`src/rtl/mem_port_sequencer.sv`:
```
// Shares one 32-bit memory port between instruction fetch and load/store,
// with RV32I byte-lane formatting, alignment checks and a bus timeout watchdog.
module mem_port_sequencer #(
  parameter int unsigned MAX_WAIT = 255
) (
  input  logic        clk,
  input  logic        rst,
  input  logic        if_req,
  input  logic [31:0] if_addr,
  output logic [31:0] if_rdata,
  output logic        if_ack,
  output logic        if_err,
  input  logic        d_req,
  input  logic        d_we,
  input  logic [2:0]  d_func,
  input  logic [31:0] d_addr,
  input  logic [31:0] d_wdata,
  output logic [31:0] d_rdata,
  output logic        d_ack,
  output logic        d_err,
  output logic        bus_valid,
  output logic        bus_we,
  output logic [31:0] bus_addr,
  output logic [3:0]  bus_wstrb,
  output logic [31:0] bus_wdata,
  input  logic        bus_ready,
  input  logic [31:0] bus_rdata,
  output logic        busy
);

  localparam int unsigned CNT_W = 16;
  localparam logic [CNT_W-1:0] WAIT_LAST = CNT_W'(MAX_WAIT - 1);

  typedef enum logic [1:0] {ST_IDLE = 2'd0, ST_BUS_IF = 2'd1, ST_BUS_D = 2'd2} state_e;

  state_e           state_q, state_d;
  logic             last_d_q, last_d_d;
  logic [CNT_W-1:0] cnt_q, cnt_d;
  logic [2:0]       func_q, func_d;
  logic [1:0]       off_q, off_d;
  logic             bus_valid_q, bus_valid_d, bus_we_q, bus_we_d;
  logic [31:0]      bus_addr_q, bus_addr_d, bus_wdata_q, bus_wdata_d;
  logic [3:0]       bus_wstrb_q, bus_wstrb_d;
  logic             if_ack_q, if_ack_d, if_err_q, if_err_d;
  logic [31:0]      if_rdata_q, if_rdata_d, d_rdata_q, d_rdata_d;
  logic             d_ack_q, d_ack_d, d_err_q, d_err_d;
  logic             busy_q, busy_d;

  logic        if_req_m, d_req_m, grant_data, d_illegal;
  logic [3:0]  st_strb;
  logic [31:0] st_wdata, ld_val;
  logic [7:0]  ld_byte;
  logic [15:0] ld_half;
  logic        unused_if_addr_bits;

  assign unused_if_addr_bits = ^if_addr[1:0];

  // A requester acked this cycle is ignored so its stale req is not re-granted.
  assign if_req_m   = if_req & ~if_ack_q;
  assign d_req_m    = d_req & ~d_ack_q;
  assign grant_data = d_req_m & (~if_req_m | ~last_d_q);

  always_comb begin
    if (d_we) d_illegal = d_func[2] || (d_func == 3'b011);
    else      d_illegal = (d_func == 3'b011) || (d_func == 3'b110) || (d_func == 3'b111);
    if (d_func[1:0] == 2'b01 && d_addr[0])          d_illegal = 1'b1;
    if (d_func[1:0] == 2'b10 && d_addr[1:0] != 2'b00) d_illegal = 1'b1;
  end

  // Store lane strobes and replicated write data.
  always_comb begin
    st_strb  = 4'b0000;
    st_wdata = d_wdata;
    case (d_func)
      3'b000: begin
        st_strb  = 4'b0001 << d_addr[1:0];
        st_wdata = {4{d_wdata[7:0]}};
      end
      3'b001: begin
        st_strb  = d_addr[1] ? 4'b1100 : 4'b0011;
        st_wdata = {2{d_wdata[15:0]}};
      end
      3'b010:  st_strb = 4'b1111;
      default: st_strb = 4'b0000;
    endcase
  end

  // Load lane extraction and extension, using the offset/funct3 captured at grant.
  always_comb begin
    ld_byte = bus_rdata[{off_q, 3'b000} +: 8];
    ld_half = off_q[1] ? bus_rdata[31:16] : bus_rdata[15:0];
    case (func_q)
      3'b000:  ld_val = {{24{ld_byte[7]}}, ld_byte};
      3'b001:  ld_val = {{16{ld_half[15]}}, ld_half};
      3'b010:  ld_val = bus_rdata;
      3'b100:  ld_val = {24'h0, ld_byte};
      3'b101:  ld_val = {16'h0, ld_half};
      default: ld_val = 32'h0;
    endcase
  end

  always_comb begin
    state_d     = state_q;
    last_d_d    = last_d_q;
    cnt_d       = cnt_q;
    func_d      = func_q;
    off_d       = off_q;
    bus_valid_d = bus_valid_q;
    bus_we_d    = bus_we_q;
    bus_addr_d  = bus_addr_q;
    bus_wstrb_d = bus_wstrb_q;
    bus_wdata_d = bus_wdata_q;
    if_ack_d    = 1'b0;
    if_err_d    = 1'b0;
    if_rdata_d  = 32'h0;
    d_ack_d     = 1'b0;
    d_err_d     = 1'b0;
    d_rdata_d   = 32'h0;

    case (state_q)
      ST_IDLE: begin
        if (grant_data) begin
          last_d_d = 1'b1;
          if (d_illegal) begin
            d_ack_d = 1'b1;
            d_err_d = 1'b1;
          end else begin
            state_d     = ST_BUS_D;
            cnt_d       = '0;
            func_d      = d_func;
            off_d       = d_addr[1:0];
            bus_valid_d = 1'b1;
            bus_we_d    = d_we;
            bus_addr_d  = {d_addr[31:2], 2'b00};
            bus_wstrb_d = d_we ? st_strb : 4'b0000;
            bus_wdata_d = d_we ? st_wdata : 32'h0;
          end
        end else if (if_req_m) begin
          last_d_d    = 1'b0;
          state_d     = ST_BUS_IF;
          cnt_d       = '0;
          bus_valid_d = 1'b1;
          bus_we_d    = 1'b0;
          bus_addr_d  = {if_addr[31:2], 2'b00};
          bus_wstrb_d = 4'b0000;
          bus_wdata_d = 32'h0;
        end
      end
      ST_BUS_IF, ST_BUS_D: begin
        if (bus_ready || cnt_q == WAIT_LAST) begin
          state_d     = ST_IDLE;
          bus_valid_d = 1'b0;
          bus_we_d    = 1'b0;
          bus_addr_d  = 32'h0;
          bus_wstrb_d = 4'b0000;
          bus_wdata_d = 32'h0;
          if (state_q == ST_BUS_IF) begin
            if_ack_d   = 1'b1;
            if_err_d   = ~bus_ready;
            if_rdata_d = bus_ready ? bus_rdata : 32'h0;
          end else begin
            d_ack_d   = 1'b1;
            d_err_d   = ~bus_ready;
            d_rdata_d = (bus_ready && !bus_we_q) ? ld_val : 32'h0;
          end
        end else begin
          cnt_d = cnt_q + CNT_W'(1);
        end
      end
      default: state_d = ST_IDLE;
    endcase

    busy_d = (state_d != ST_IDLE);
  end

  always_ff @(posedge clk) begin
    if (rst) begin
      state_q     <= ST_IDLE;
      last_d_q    <= 1'b1;
      cnt_q       <= '0;
      func_q      <= 3'b000;
      off_q       <= 2'b00;
      bus_valid_q <= 1'b0;
      bus_we_q    <= 1'b0;
      bus_addr_q  <= 32'h0;
      bus_wstrb_q <= 4'b0000;
      bus_wdata_q <= 32'h0;
      if_ack_q    <= 1'b0;
      if_err_q    <= 1'b0;
      if_rdata_q  <= 32'h0;
      d_ack_q     <= 1'b0;
      d_err_q     <= 1'b0;
      d_rdata_q   <= 32'h0;
      busy_q      <= 1'b0;
    end else begin
      state_q     <= state_d;
      last_d_q    <= last_d_d;
      cnt_q       <= cnt_d;
      func_q      <= func_d;
      off_q       <= off_d;
      bus_valid_q <= bus_valid_d;
      bus_we_q    <= bus_we_d;
      bus_addr_q  <= bus_addr_d;
      bus_wstrb_q <= bus_wstrb_d;
      bus_wdata_q <= bus_wdata_d;
      if_ack_q    <= if_ack_d;
      if_err_q    <= if_err_d;
      if_rdata_q  <= if_rdata_d;
      d_ack_q     <= d_ack_d;
      d_err_q     <= d_err_d;
      d_rdata_q   <= d_rdata_d;
      busy_q      <= busy_d;
    end
  end

  assign if_rdata  = if_rdata_q;
  assign if_ack    = if_ack_q;
  assign if_err    = if_err_q;
  assign d_rdata   = d_rdata_q;
  assign d_ack     = d_ack_q;
  assign d_err     = d_err_q;
  assign bus_valid = bus_valid_q;
  assign bus_we    = bus_we_q;
  assign bus_addr  = bus_addr_q;
  assign bus_wstrb = bus_wstrb_q;
  assign bus_wdata = bus_wdata_q;
  assign busy      = busy_q;

endmodule

```
`config.mk`:
```
export PLATFORM = sky130hd
export DESIGN_NAME = mem_port_sequencer
export DESIGN_NICKNAME = d
export VERILOG_FILES = /design/src/rtl/mem_port_sequencer.sv
export SDC_FILE = /design/constraint.sdc
export NUM_CORES = 1
export LEC_CHECK = 0
export CAP_MARGIN = 0
export CORE_ASPECT_RATIO = 1.5
export CORE_UTILIZATION = 43
export DETAILED_ROUTE_END_ITERATION = 8
export HOLD_SLACK_MARGIN = 0.02
export PLACE_DENSITY = 0.81
export SLEW_MARGIN = 40
export SYNTH_ARGS = -nofsm -noshare
export SYNTH_HDL_FRONTEND = slang
export SYNTH_SLANG_ARGS = --single-unit
```
`constraint.sdc`:
```
create_clock -name clk -period 2.2 [get_ports clk]
set_input_delay 0.44 -clock clk [delete_from_list [all_inputs] [get_ports clk]]
set_output_delay 0.44 -clock clk [all_outputs]
set_load 0.02 [all_outputs]
```
==> impl_metrics.toml <==
[pwr]
leakagePower_nw = 3.967
vdd_drop_max_mv = 0.4449
p_total_mw = 7.651
p_per_area_nw_per_um2 = 740.2

[synthesis]
synth_edf_count = 0
synth-xor-area-share_pct = 0
ys_types = 57
ys_seq_area_share_pct = 49.54
synth_commonest_cells = "dfxtp_1, mux2i_1, o2bb2ai_1"
ys.flop_type = "dfxtp_1"
post_synth_instance_area_um2 = 6506
synth_compound_area_share_pct = 19.00
ys.warnings.count = 0
syn_inst = 644
synth_area_leaders = "dfxtp_1, mux2i_1, o2bb2ai_1"
async_reset_ff_share_pct = 0
netlist.area_leader.share_pct = 49.54
avgSynthCellArea_um2 = 10.10
post-synth-top-count-cell = "dfxtp_1"
synth.mux.area_fraction_pct = 11.88
yosys.area_share.adder_pct = 0.9615
yosys.area_share.simple_pct = 14.46
ys_ff_latch = 161
synth_area_leader_cell = "dfxtp_1"
synth_top_family_by_area = "compound AO/OA/AOI/OAI gates"

[hold_path]
min_path_type = "reg2reg"

[clocking]
clk_pin_slew_worst_paths_ps = 70
clockBufferDepth = 2
cts_sinks = 161
h-tree-depth = 4
cts_tree = "yes"
clockRootBuffer = "clkbuf_16"
postCtsSetupRepairBufs = 0
insertion_delay_ps = 420
numCtsBuffers = 17

[global_route]
track_usage_pct = 25.02
grt_max_degree = 33
overflow = 0
first_global_vias = 5914
grt_pass1_wl_um = 30560
antenna_found_initial = 0

[die]
start_util_pct = 44.38
io_pins = 276
rows = 54
die-area_um2 = 15640
die_w_um = 102.4
core_region_area_um2 = 14660
die_y_um = 152.7

[timing]
layout_setup_ws_ps = 90.19
max_clock_freq_mhz = 474.0
tns_ps = 0
slew_violations = 0
final_hold_viol_count = 0
worstMarginPinSlew_ps = 550.7
relSlewSlack_pct = 63.15
clock_skew_ps = 12.50
whs_ps = 459.2
rsz0062_at_grt = "false"
finalCritPeriodShare_pct = 95.90
setup_viol = 0
period_minus_slack_ps = 2110

[flow_run]
cap_violations = 0

[critical_path]
arrival_ps = 2410
startpoint_type = "input port"
crit_chain = "clkdlybuf4s50_1, a221oi_2, o21ai_2, a21o_4, or4_1, mux2i_1"
crit_fanout = 15
crit_type = "in2reg"
cp.required_ps = 2500
crit_path_max_incr_delay_ps = 550
crit_slowest_cell = "or4_1"
endpoint_kind = "flip-flop"

[final_layout]
stdcell_count = 1141
post-route-util_pct = 70.50
seqCellArea_um2 = 3224
final_nets = 1075
final_area_um2 = 10340
drive_above_1_share_pct = 10.69
nFillCells = 1115
syn_to_final_growth_pct = 58.87
multi_input_area_um2 = 3074
diodes = 0

[placed_design]
dpl.hpwl_um = 14590
port_buffers = 271
dp_slack_ps = -423.1
dpl.cell_count = 1110
gp_congestion = 0.8337
dpl_cell_area_um2 = 9724

[status]
status = "completed"

[drt]
drc = 0
detail_route.wirelength_um = 19290
antenna_left = 0
dr.pass1.iters = 5
vias = 5967
wire_per_inst_um = 16.91
vias_per_cell = 5.230
drt_iter0_drc = 246
## layout by cell type, fill, tap and decap left out, drive strengths merged, types with 6 or more instances in the layout
cell / synthesis / routed
a21boi: 6 / 6
a21oi: 43 / 43
a22o: 16 / 16
a22oi: 12 / 12
and2: 35 / 35
buf: 17 / 46
clkbuf: 31 / 18
clkdlybuf4s50: 0 / 271
dfxtp: 161 / 161
inv: 9 / 16
mux2i: 75 / 75
nand2: 37 / 37
nand2b: 13 / 13
nand3: 13 / 13
nor2: 38 / 38
nor4: 7 / 7
o21ai: 10 / 10
o2bb2ai: 50 / 50
o31ai: 6 / 6
or4: 7 / 7
## power breakdown
group          switching [mW]  leakage, nW  total, mW  internal [mW]
combinational           0.791         2.38       1.60          0.806
sequential             0.0839         1.30       3.15           3.06
clock                    1.28        0.286       2.91           1.63
## sequential cells by signal, indices dropped and copies added (netlist names), 2 cells and up
| name | cells |
|---|---|
| func_q | 3 |
| bus_wdata | 32 |
| d_rdata | 32 |
| state_q | 2 |
| bus_addr | 30 |
| if_rdata | 32 |
| cnt_q | 16 |
| bus_wstrb | 4 |
| off_q | 2 |
## worst paths after layout
kind,slack (ps),cells after the start,start,endpoint
setup reg to reg,160,8,cnt_q[0]$_SDFFE_PP0P_,d_err$_SDFF_PP0_
setup / recovery,90,6,d_addr[0],cnt_q[11]$_SDFFE_PP0P_
hold reg to reg,460,1,bus_addr[30]$_SDFFE_PP0P_,bus_addr[30]$_SDFFE_PP0P_
hold / removal,460,1,bus_addr[30]$_SDFFE_PP0P_,bus_addr[30]$_SDFFE_PP0P_
## final cells by class
cell class / count / area share [%]
clock buffer: 18 / 4.249
clock inverter: 13 / 1.404
inverter: 10 / 0.3632
multi-input combinational: 426 / 29.74
sequential: 161 / 31.19
tap: 196 / 2.373
timing repair buffer: 317 / 30.67
## timing repair
action                     CTS  global route
hold buffers                 0             0
setup endpoints to repair    1             9
resized for setup            1             5
pin swaps                    0             1
## kinds of logic (layout without fill, tap and decap cells)
group	after synthesis	count (layout)
AO/OA/AOI/OAI	166	166
flip-flops	161	161
other	1	2
AND/OR/NAND/NOR	176	176
multiplexers	77	77
buffers and inverters	58	358
adder cells (fa/ha/maj)	5	5
## critical path: cells and delay by family
kind            cells  cell delay, ps
mux                 1             140
simple gates        1             550
buf+inv             1             490
compound gates      3             780
## routing by layer
| layer | part of all wire [%] | vias up | wire [um] | track usage (%) |
|---|---|---|---|---|
| met5 | 0 | - | 0 | 0 |
| met4 | 2.7 | 0 | 515 | 9.388 |
| met3 | 5.3 | 30 | 1020 | 4.954 |
| met2 | 54 | 225 | 10410 | 45.21 |
| met1 | 38 | 2794 | 7343 | 28.10 |
| li1 | - | 2918 | - | - |
Note: power is estimated with default switching activity, not from simulation.
